[config.mk]
export PLATFORM = sky130hd
export DESIGN_NAME = processor
export DESIGN_NICKNAME = d
export VERILOG_FILES = /design/src/rtl/processor_pkg.sv /design/src/rtl/rect_plotter.sv /design/src/rtl/processor.sv
export SDC_FILE = /design/constraint.sdc
export NUM_CORES = 1
export LEC_CHECK = 0
export ABC_AREA = 1
export CORE_ASPECT_RATIO = 0.9
export CORE_MARGIN = 2
export CORE_UTILIZATION = 40
export CTS_BUF_LIST = sky130_fd_sc_hd__clkbuf_8
export CTS_CLUSTER_DIAMETER = 50
export DETAILED_ROUTE_END_ITERATION = 10
export GPL_TIMING_DRIVEN = 0
export SLEW_MARGIN = 20
export SYNTH_ARGS = -nofsm -noshare
export SYNTH_HDL_FRONTEND = slang
export SYNTH_SLANG_ARGS = --single-unit
[constraint.sdc]
create_clock -name clk -period 3.7 [get_ports clk]
set_clock_uncertainty 0.1 [all_clocks]
set_input_delay 0.37 -clock clk [delete_from_list [all_inputs] [get_ports clk]]
set_output_delay 0.37 -clock clk [all_outputs]
set_load 0.005 [all_outputs]
[src/rtl/processor_pkg.sv]
// processor_pkg: shared constants, object geometry, colours, FSM state
// encoding and LFSR helpers for the cannon/laser/target game.
package processor_pkg;

    // Frame buffer geometry
    localparam logic [7:0] SCREEN_W      = 8'd160;
    localparam logic [6:0] SCREEN_H      = 7'd120;

    // Colours {R,G,B}
    localparam logic [2:0] COLOR_BLACK   = 3'b000;
    localparam logic [2:0] COLOR_CANNON  = 3'b010;
    localparam logic [2:0] COLOR_LASER   = 3'b100;
    localparam logic [2:0] COLOR_TARGET  = 3'b110;

    // Cannon: 8x2 on the bottom two rows
    localparam logic [7:0] CANNON_W      = 8'd8;
    localparam logic [6:0] CANNON_H      = 7'd2;
    localparam logic [6:0] CANNON_Y      = 7'd118;
    localparam logic [7:0] CANNON_X_MAX  = 8'd152;
    localparam logic [7:0] CANNON_X_INIT = 8'd76;

    // Laser: 1x4, spawns above the cannon centre, climbs 2 px per tick
    localparam logic [7:0] LASER_W       = 8'd1;
    localparam logic [6:0] LASER_H       = 7'd4;
    localparam logic [6:0] LASER_Y_SPAWN = 7'd114;
    localparam logic [7:0] LASER_X_OFS   = 8'd3;
    localparam logic [6:0] LASER_STEP    = 7'd2;

    // Target: 4x4, falls 1 px per tick
    localparam logic [7:0] TARGET_W      = 8'd4;
    localparam logic [6:0] TARGET_H      = 7'd4;
    localparam logic [6:0] TARGET_Y_MAX  = 7'd114;
    localparam logic [7:0] TARGET_X_INIT = 8'd76;

    // Respawn column generator
    localparam logic [7:0] LFSR_SEED     = 8'hA5;
    localparam logic [7:0] RESPAWN_LIMIT = 8'd156;
    localparam logic [7:0] RESPAWN_ADJ   = 8'd100;

    typedef enum logic [2:0] {
        CLEAR,
        IDLE,
        WAIT_TICK,
        ERASE,
        UPDATE,
        DRAW
    } state_t;

    typedef enum logic [1:0] {
        OBJ_CANNON,
        OBJ_LASER,
        OBJ_TARGET
    } obj_t;

    // Fibonacci LFSR, taps 8,6,5,4 (bits 7,5,4,3), shifting towards the MSB
    function automatic logic [7:0] lfsr_step(input logic [7:0] q);
        return {q[6:0], q[7] ^ q[5] ^ q[4] ^ q[3]};
    endfunction

    // Fold the LFSR value into a column where the 4-wide target fits
    function automatic logic [7:0] respawn_x(input logic [7:0] q);
        return (q < RESPAWN_LIMIT) ? q : q - RESPAWN_ADJ;
    endfunction

endpackage

[src/rtl/rect_plotter.sv]
// rect_plotter: walks a w x h rectangle row-major, one pixel per cycle.
//   clk, rst_n        : clock, asynchronous active-low reset
//   start             : latch x/y/w/h/colour and begin (restarts if busy)
//   x, y, w, h, colour: rectangle origin, size (w,h >= 1) and colour
//   px_valid          : a pixel is presented this cycle (equals busy)
//   px_x, px_y        : pixel coordinates
//   px_colour         : pixel colour
//   done              : high together with the last pixel of the rectangle
//   busy              : rectangle in progress
module rect_plotter
    import processor_pkg::*;
(
    input  logic       clk,
    input  logic       rst_n,
    input  logic       start,
    input  logic [7:0] x,
    input  logic [6:0] y,
    input  logic [7:0] w,
    input  logic [6:0] h,
    input  logic [2:0] colour,
    output logic       px_valid,
    output logic [7:0] px_x,
    output logic [6:0] px_y,
    output logic [2:0] px_colour,
    output logic       done,
    output logic       busy
);

    logic [7:0] base_x, size_w, cx;
    logic [6:0] base_y, size_h, cy;
    logic [2:0] colour_q;
    logic       last_col, last_row;

    assign last_col  = (cx == size_w - 8'd1);
    assign last_row  = (cy == size_h - 7'd1);
    assign px_valid  = busy;
    assign px_x      = base_x + cx;
    assign px_y      = base_y + cy;
    assign px_colour = colour_q;
    assign done      = busy && last_col && last_row;

    always_ff @(posedge clk or negedge rst_n) begin
        if (!rst_n) begin
            busy     <= 1'b0;
            cx       <= '0;
            cy       <= '0;
            base_x   <= '0;
            base_y   <= '0;
            size_w   <= '0;
            size_h   <= '0;
            colour_q <= COLOR_BLACK;
        end else if (start) begin
            busy     <= 1'b1;
            cx       <= '0;
            cy       <= '0;
            base_x   <= x;
            base_y   <= y;
            size_w   <= w;
            size_h   <= h;
            colour_q <= colour;
        end else if (busy) begin
            if (last_col) begin
                cx <= '0;
                if (last_row) begin
                    busy <= 1'b0;
                end else begin
                    cy <= cy + 7'd1;
                end
            end else begin
                cx <= cx + 8'd1;
            end
        end
    end

endmodule

[src/rtl/processor.sv]
// processor: cannon / laser / target game driving a 160x120 frame buffer.
//   TICK_CYCLES  : clk cycles per game tick (>= 2)
//   clk          : system clock
//   reset        : asynchronous active-low reset
//   game_start   : 1 = run, 0 = pause (takes effect at the end of a tick)
//   right_button : move cannon right
//   left_button  : move cannon left
//   plot_x/plot_y/color/plot : registered pixel write port
// Build option: define PROCESSOR_WRAP_EN to make the cannon wrap between
// x=0 and x=152 instead of clamping at those edges.
module processor
    import processor_pkg::*;
#(
    parameter int unsigned TICK_CYCLES = 833333
) (
    input  logic       clk,
    input  logic       reset,
    input  logic       game_start,
    input  logic       right_button,
    input  logic       left_button,
    output logic [7:0] plot_x,
    output logic [6:0] plot_y,
    output logic [2:0] color,
    output logic       plot
);

    localparam int unsigned       TICK_W    = (TICK_CYCLES > 2) ? $clog2(TICK_CYCLES) : 1;
    localparam logic [TICK_W-1:0] TICK_LAST = TICK_W'(TICK_CYCLES - 1);

`ifdef PROCESSOR_WRAP_EN
    localparam logic [7:0] RIGHT_EDGE_NEXT = '0;
    localparam logic [7:0] LEFT_EDGE_NEXT  = CANNON_X_MAX;
`else
    localparam logic [7:0] RIGHT_EDGE_NEXT = CANNON_X_MAX;
    localparam logic [7:0] LEFT_EDGE_NEXT  = '0;
`endif

    state_t            state, state_next;
    obj_t              obj, obj_next;
    logic [TICK_W-1:0] tick_cnt;
    logic              tick_done;

    // Game objects
    logic [7:0] cannon_x, laser_x, target_x, lfsr;
    logic [6:0] laser_y, target_y;
    logic       laser_on;

    // Rectangle plotter interface
    logic       rect_start, rect_done, rect_busy;
    logic [7:0] rect_x, rect_w;
    logic [6:0] rect_y, rect_h;
    logic [2:0] rect_colour;
    logic       px_valid;
    logic [7:0] px_x;
    logic [6:0] px_y;
    logic [2:0] px_colour;

    assign tick_done = (tick_cnt == TICK_LAST);

    rect_plotter u_rect (
        .clk       (clk),
        .rst_n     (reset),
        .start     (rect_start),
        .x         (rect_x),
        .y         (rect_y),
        .w         (rect_w),
        .h         (rect_h),
        .colour    (rect_colour),
        .px_valid  (px_valid),
        .px_x      (px_x),
        .px_y      (px_y),
        .px_colour (px_colour),
        .done      (rect_done),
        .busy      (rect_busy)
    );

    // Geometry of the rectangle for the current state/object
    always_comb begin
        rect_x      = '0;
        rect_y      = '0;
        rect_w      = SCREEN_W;
        rect_h      = SCREEN_H;
        rect_colour = COLOR_BLACK;
        if (state != CLEAR) begin
            case (obj)
                OBJ_CANNON: begin
                    rect_x      = cannon_x;
                    rect_y      = CANNON_Y;
                    rect_w      = CANNON_W;
                    rect_h      = CANNON_H;
                    rect_colour = COLOR_CANNON;
                end
                OBJ_LASER: begin
                    rect_x      = laser_x;
                    rect_y      = laser_y;
                    rect_w      = LASER_W;
                    rect_h      = LASER_H;
                    rect_colour = COLOR_LASER;
                end
                default: begin
                    rect_x      = target_x;
                    rect_y      = target_y;
                    rect_w      = TARGET_W;
                    rect_h      = TARGET_H;
                    rect_colour = COLOR_TARGET;
                end
            endcase
            if (state != DRAW) begin
                rect_colour = COLOR_BLACK;
            end
        end
    end

    // Next-state logic. Plotting states launch a rectangle whenever the
    // plotter is idle; rect_done advances to the next object, skipping the
    // laser while it is inactive.
    always_comb begin
        state_next = state;
        obj_next   = obj;
        rect_start = 1'b0;
        case (state)
            CLEAR: begin
                rect_start = !rect_busy;
                if (rect_done) begin
                    state_next = IDLE;
                end
            end
            IDLE: begin
                if (game_start) begin
                    state_next = WAIT_TICK;
                end
            end
            WAIT_TICK: begin
                if (tick_done) begin
                    state_next = game_start ? ERASE : IDLE;
                    obj_next   = OBJ_CANNON;
                end
            end
            ERASE, DRAW: begin
                rect_start = !rect_busy;
                if (rect_done) begin
                    case (obj)
                        OBJ_CANNON: obj_next = laser_on ? OBJ_LASER : OBJ_TARGET;
                        OBJ_LASER:  obj_next = OBJ_TARGET;
                        default: begin
                            obj_next   = OBJ_CANNON;
                            state_next = (state == ERASE) ? UPDATE : WAIT_TICK;
                        end
                    endcase
                end
            end
            UPDATE: begin
                state_next = DRAW;
                obj_next   = OBJ_CANNON;
            end
            default: state_next = CLEAR;
        endcase
    end

    always_ff @(posedge clk or negedge reset) begin
        if (!reset) begin
            state    <= CLEAR;
            obj      <= OBJ_CANNON;
            tick_cnt <= '0;
        end else begin
            state    <= state_next;
            obj      <= obj_next;
            tick_cnt <= (state == WAIT_TICK && !tick_done) ? tick_cnt + 1'b1 : '0;
        end
    end

    // Per-tick game update
    logic [7:0] cannon_upd, laser_x_mv, target_x_mv, lfsr_upd, spawn_x;
    logic [6:0] laser_y_mv, target_y_mv;
    logic       laser_on_mv, hit;

    always_comb begin
        cannon_upd = cannon_x;
        if (right_button && !left_button) begin
            cannon_upd = (cannon_x == CANNON_X_MAX) ? RIGHT_EDGE_NEXT : cannon_x + 8'd1;
        end else if (left_button && !right_button) begin
            cannon_upd = (cannon_x == '0) ? LEFT_EDGE_NEXT : cannon_x - 8'd1;
        end

        laser_on_mv = laser_on;
        laser_x_mv  = laser_x;
        laser_y_mv  = laser_y;
        if (!laser_on) begin
            laser_on_mv = 1'b1;
            laser_x_mv  = cannon_upd + LASER_X_OFS;
            laser_y_mv  = LASER_Y_SPAWN;
        end else if (laser_y < LASER_STEP) begin
            laser_on_mv = 1'b0;
        end else begin
            laser_y_mv = laser_y - LASER_STEP;
        end

        lfsr_upd = lfsr_step(lfsr);
        spawn_x  = respawn_x(lfsr_upd);

        target_x_mv = target_x;
        target_y_mv = target_y + 7'd1;
        if (target_y >= TARGET_Y_MAX) begin
            target_x_mv = spawn_x;
            target_y_mv = '0;
        end

        // Axis-aligned overlap, evaluated on post-move positions; widened
        // by one bit so the far-edge sums cannot wrap.
        hit = laser_on_mv
            && ({1'b0, laser_x_mv} <= {1'b0, target_x_mv} + {1'b0, TARGET_W} - 9'd1)
            && ({1'b0, target_x_mv} <= {1'b0, laser_x_mv} + {1'b0, LASER_W} - 9'd1)
            && ({1'b0, laser_y_mv} <= {1'b0, target_y_mv} + {1'b0, TARGET_H} - 8'd1)
            && ({1'b0, target_y_mv} <= {1'b0, laser_y_mv} + {1'b0, LASER_H} - 8'd1);
    end

    always_ff @(posedge clk or negedge reset) begin
        if (!reset) begin
            cannon_x <= CANNON_X_INIT;
            laser_on <= 1'b0;
            laser_x  <= '0;
            laser_y  <= '0;
            target_x <= TARGET_X_INIT;
            target_y <= '0;
            lfsr     <= LFSR_SEED;
        end else if (state == UPDATE) begin
            cannon_x <= cannon_upd;
            laser_x  <= laser_x_mv;
            laser_y  <= laser_y_mv;
            lfsr     <= lfsr_upd;
            if (hit) begin
                laser_on <= 1'b0;
                target_x <= spawn_x;
                target_y <= '0;
            end else begin
                laser_on <= laser_on_mv;
                target_x <= target_x_mv;
                target_y <= target_y_mv;
            end
        end
    end

    // Registered pixel write port
    always_ff @(posedge clk or negedge reset) begin
        if (!reset) begin
            plot   <= 1'b0;
            plot_x <= '0;
            plot_y <= '0;
            color  <= COLOR_BLACK;
        end else begin
            plot   <= px_valid;
            plot_x <= px_x;
            plot_y <= px_y;
            color  <= px_colour;
        end
    end

endmodule

==> results.txt <==
The aggregate routed wire length is 22400 um, and the count of maximum capacitance violations is 0. In the synthesized netlist, the number of instances is 1107. Summed over all instances, the cell type with the most area after synthesis is dfrtp_1. The logs give 0.247 ns for the smallest hold slack and 0.0526 ns for the setup slack after layout. For this run, design rule violations remaining after detail routing come to 0.

The chip width is 157 um, and the peak clock frequency supported by timing is 274 MHz. Share of synthesized flip-flops with an asynchronous set or reset: 100%. The required time at the endpoint of the critical path is 3.96 ns, and the global-route met1 utilization is 28.9%. The number of fill cells came out at 1972. The tools report the met3 track utilization from global routing as 3.36%. In this run the power density over the cells is 260 nW/um^2. Data arrives at the worst endpoint at 3.90 ns. The tools report the final cell count without fillers as 1499. The count of nets left with antenna violations once routing finished came out at 0. For the buffer levels on the longest clock path, the log shows 2. Nature of the critical path startpoint: a flop.

After synthesis, the mean cell area works out to 7.61 um^2. Type of the most critical hold path: in -> async. Among all flip-flop cells after synthesis, the most frequent one is dfrtp_1. The count of state elements after synthesis works out to 128. For this design the static power due to leakage is 0.00496 uW. Pin count of the biggest net entering global routing: 94. The most instantiated library cell after synthesis was nand2_1.

Clock latency at the later pin of the worst-skew pair: 0.47 ns. Buffers placed on the I/O ports in this run total 22. The share of synthesized area occupied by flip-flops and latches was 38.2%.

Setup repair after global routing could not meet its margin everywhere. The effective utilization at floorplan was 40.7%. The worst stage delay on the critical path was 0.45 ns; the aggregate global routing overflow was 0. In this run the most used layer during global routing was met2. At the end of routability-driven placement, the weighted congestion stood at 0.870.

The clock tree synthesis step divided the H-tree into 4 levels. The wire-length estimate of the detail-placed layout is 15600 um. The flow ran to the end, and the final reports show no timing, DRC or antenna violations.

The number of DRC violations after detailed-routing iteration 0 was 703; the number of warning messages in the yosys log was 0. In the final routed layout, each cell accounts on average for 15.0 um. The synthesis-to-layout area growth was 22.9%; the number of antenna violations at the first check in global routing was 0. Type of destination of the critical path: a flop. The first TritonRoute pass finished after 5 iterations. Timing analysis after detailed placement gives a worst setup slack of -0.655 ns.

The number of global-route vias before repair came out at 6967. The logs give 0 for the final count of pins violating max slew and 0 for the count of inserted antenna diode cells. Across all layers, the routed design uses 7733 vias. After synthesis, the most frequently instantiated cells are nand2_1, inv_1, dfrtp_1, o21ai_0, nor2_1. The number of synthesized flops with an enable pin was 0; the cell count after placement was 1416. The critical path starts at target_y[0]. The maximum fanout count along the critical path is 6. At the pin with the least slew margin, the transition time is 0.786 ns.

The worst-case IR drop observed on VDD is 185 uV. The area share of the largest cell type after synthesis came out at 35.1%. Clock-pin slew was measured on the worst setup and hold paths at 0.09 ns.

The share of the cycle needed by the critical path after routing is 98.6%. The post-route standard cell area excluding fillers was 10400 um^2; the number of clock sinks was 128. The die is 142 um tall. By startpoint and endpoint, the worst setup path is classified as reg -> reg. Sorting the synthesized cells by area gives the leading types as dfrtp_1, nand2_1, ha_1. The core outline area is 20700 um^2.

In the routed layout, each cell is associated on average with a via count of 5.16. Counting the buffers created by CTS gives 17. The first global-routing pass estimated 35300 um of wire.

Setup violations remaining at the end of the flow were counted as 0. For the met2 track demand over resource in global routing, the log shows 31.0%. The logs give 22200 um^2 for the overall die area and 20.0% for the total global-route track usage.

In this run the clock root is driven by a clkbuf_8. For this design, the slowest cell found on the critical path is dfrtp_2. In this run the count of I/O pins placed on the die edge is 24. Synthesis produced a netlist with a net count of 1173. In this run, distinct cell masters in the synthesized netlist total 52.

The shortest clock period the worst path allows after layout works out to 3.65 ns. The beginning of the worst register-to-register path was target_y[0]. In this run the core area contains 50 standard-cell rows. Headroom to the max-slew limit: 46.8%. The number of nets at the end of the flow is 1266, and the synthesized area is 8420 um^2. The cell type with the highest occurrence count on the critical path is nand2_1. TritonCTS built the clock tree.

Hold violation total from the final report: 0. Cells with a size suffix above 1 make up 20.0% of the layout. For the post-place instance area, the log shows 9030 um^2.
report_power, final:
group | internal [uW] | leakage [uW] | total (uW) | switching (uW)
sequential | 1400 | 0.00143 | 1400 | 0
combinational | 30.6 | 0.00333 | 97.1 | 66.5
clock | 559 | 0.000194 | 1200 | 642
total | 1990 | 0.00496 | 2700 | 708
cells by family (layout without fill, tap and decap cells):
kind of cell / count (synthesis) / in the layout / share of synthesized area [%]
flip-flops: 128 / 128 / 38.2
XOR/XNOR: 52 / 52 / 5.41
adder cells (fa/ha/maj): 61 / 61 / 9.24
other: 1 / 1 / 0.0445
AO/OA/AOI/OAI: 216 / 216 / 14.8
AND/OR/NAND/NOR: 462 / 462 / 23.8
buffers and inverters: 187 / 293 / 8.59
cell type report:
cell class	instances	area [um^2]	area share, %
Inverter	157	589	5.69
Timing Repair Buffer	74	663	6.41
Sequential cell	128	3220	31.1
Clock buffer	18	248	2.39
Buffer	30	151	1.46
Multi-Input combinational cell	792	4990	48.2
Clock inverter	14	131	1.27
Tap cell	286	358	3.46
registers in the layout, summed over array words and instances (netlist names), 7 cells and up:
register       cells
u_rect.cy          7
target_y           7
plot_x             8
plot_y             7
u_rect.base_y      7
u_rect.cx          8
u_rect.base_x      8
target_x           8
tick_cnt          20
lfsr               8
cannon_x           8
laser_x            8
laser_y            7
per-stage QoR:
stage	TNS [ns]	power, uW	utilization (%)
finish	0	2700	50.0
global route	-2.11	2800	50.0
CTS	0	2710	46.5
detailed placement	-9.10	1510	43.6
global placement	-383.81	1500	43.5
floorplan	0	1460	-
worst max-delay path: cells and delay by family, from the launching register on:
family / cells / cell delay (ns)
fa+ha+maj: 2 / 0.44
simple gates: 17 / 1.48
buf+inv: 5 / 0.61
flops: 1 / 0.45
compound gates: 3 / 0.46
routing by layer:
| metal | share of wire [%] | wire [um] |
|---|---|---|
| met1 | 48 | 10700 |
| met2 | 46 | 10400 |
| met3 | 4.9 | 1100 |
| met4 | 0.94 | 211 |
| met5 | 0 | 0 |
layout by cell type, fill, tap and decap left out, types with 7 or more instances in the layout:
cell type,instances
nand2_1,218
o31ai_1,11
nand2_2,18
nand3_2,21
dfstp_2,10
nor2_1,73
clkdlybuf4s50_1,21
clkbuf_8,18
o21ai_2,11
nor2_2,12
buf_4,48
xor2_1,35
inv_1,130
o21ai_0,91
inv_2,27
o22ai_1,12
ha_1,45
nand3_1,61
nor2_4,9
nand4_1,15
nor3_1,17
o21ai_1,13
dfrtp_1,116
ha_4,11
a21oi_1,41
xnor2_1,14
clkbuf_1,21
o221ai_1,7
worst paths after layout:
| check | endpoint | slack [ns] | cells after the start |
|---|---|---|---|
| max | target_x[7] | 0.05 | 27 |
| min | tick_cnt[4] | 0.25 | 2 |
| max reg2reg | target_x[7] | 0.05 | 27 |
| min reg2reg | color[1] | 0.32 | 0 |
| max in group asynchronous | lfsr[2] | 2.44 | 3 |
| min in group clk | color[1] | 0.32 | 0 |
repair_timing:
item                                    CTS  global route
cloned                                    0             1
hold buffers                              1             0
setup buffers                            15            34
endpoints found under the setup margin   16            16
pin swaps                                 9            58
gates resized for setup                  31           105
endpoints found under the hold margin    35             0
Power figures use the tool's default switching activity.
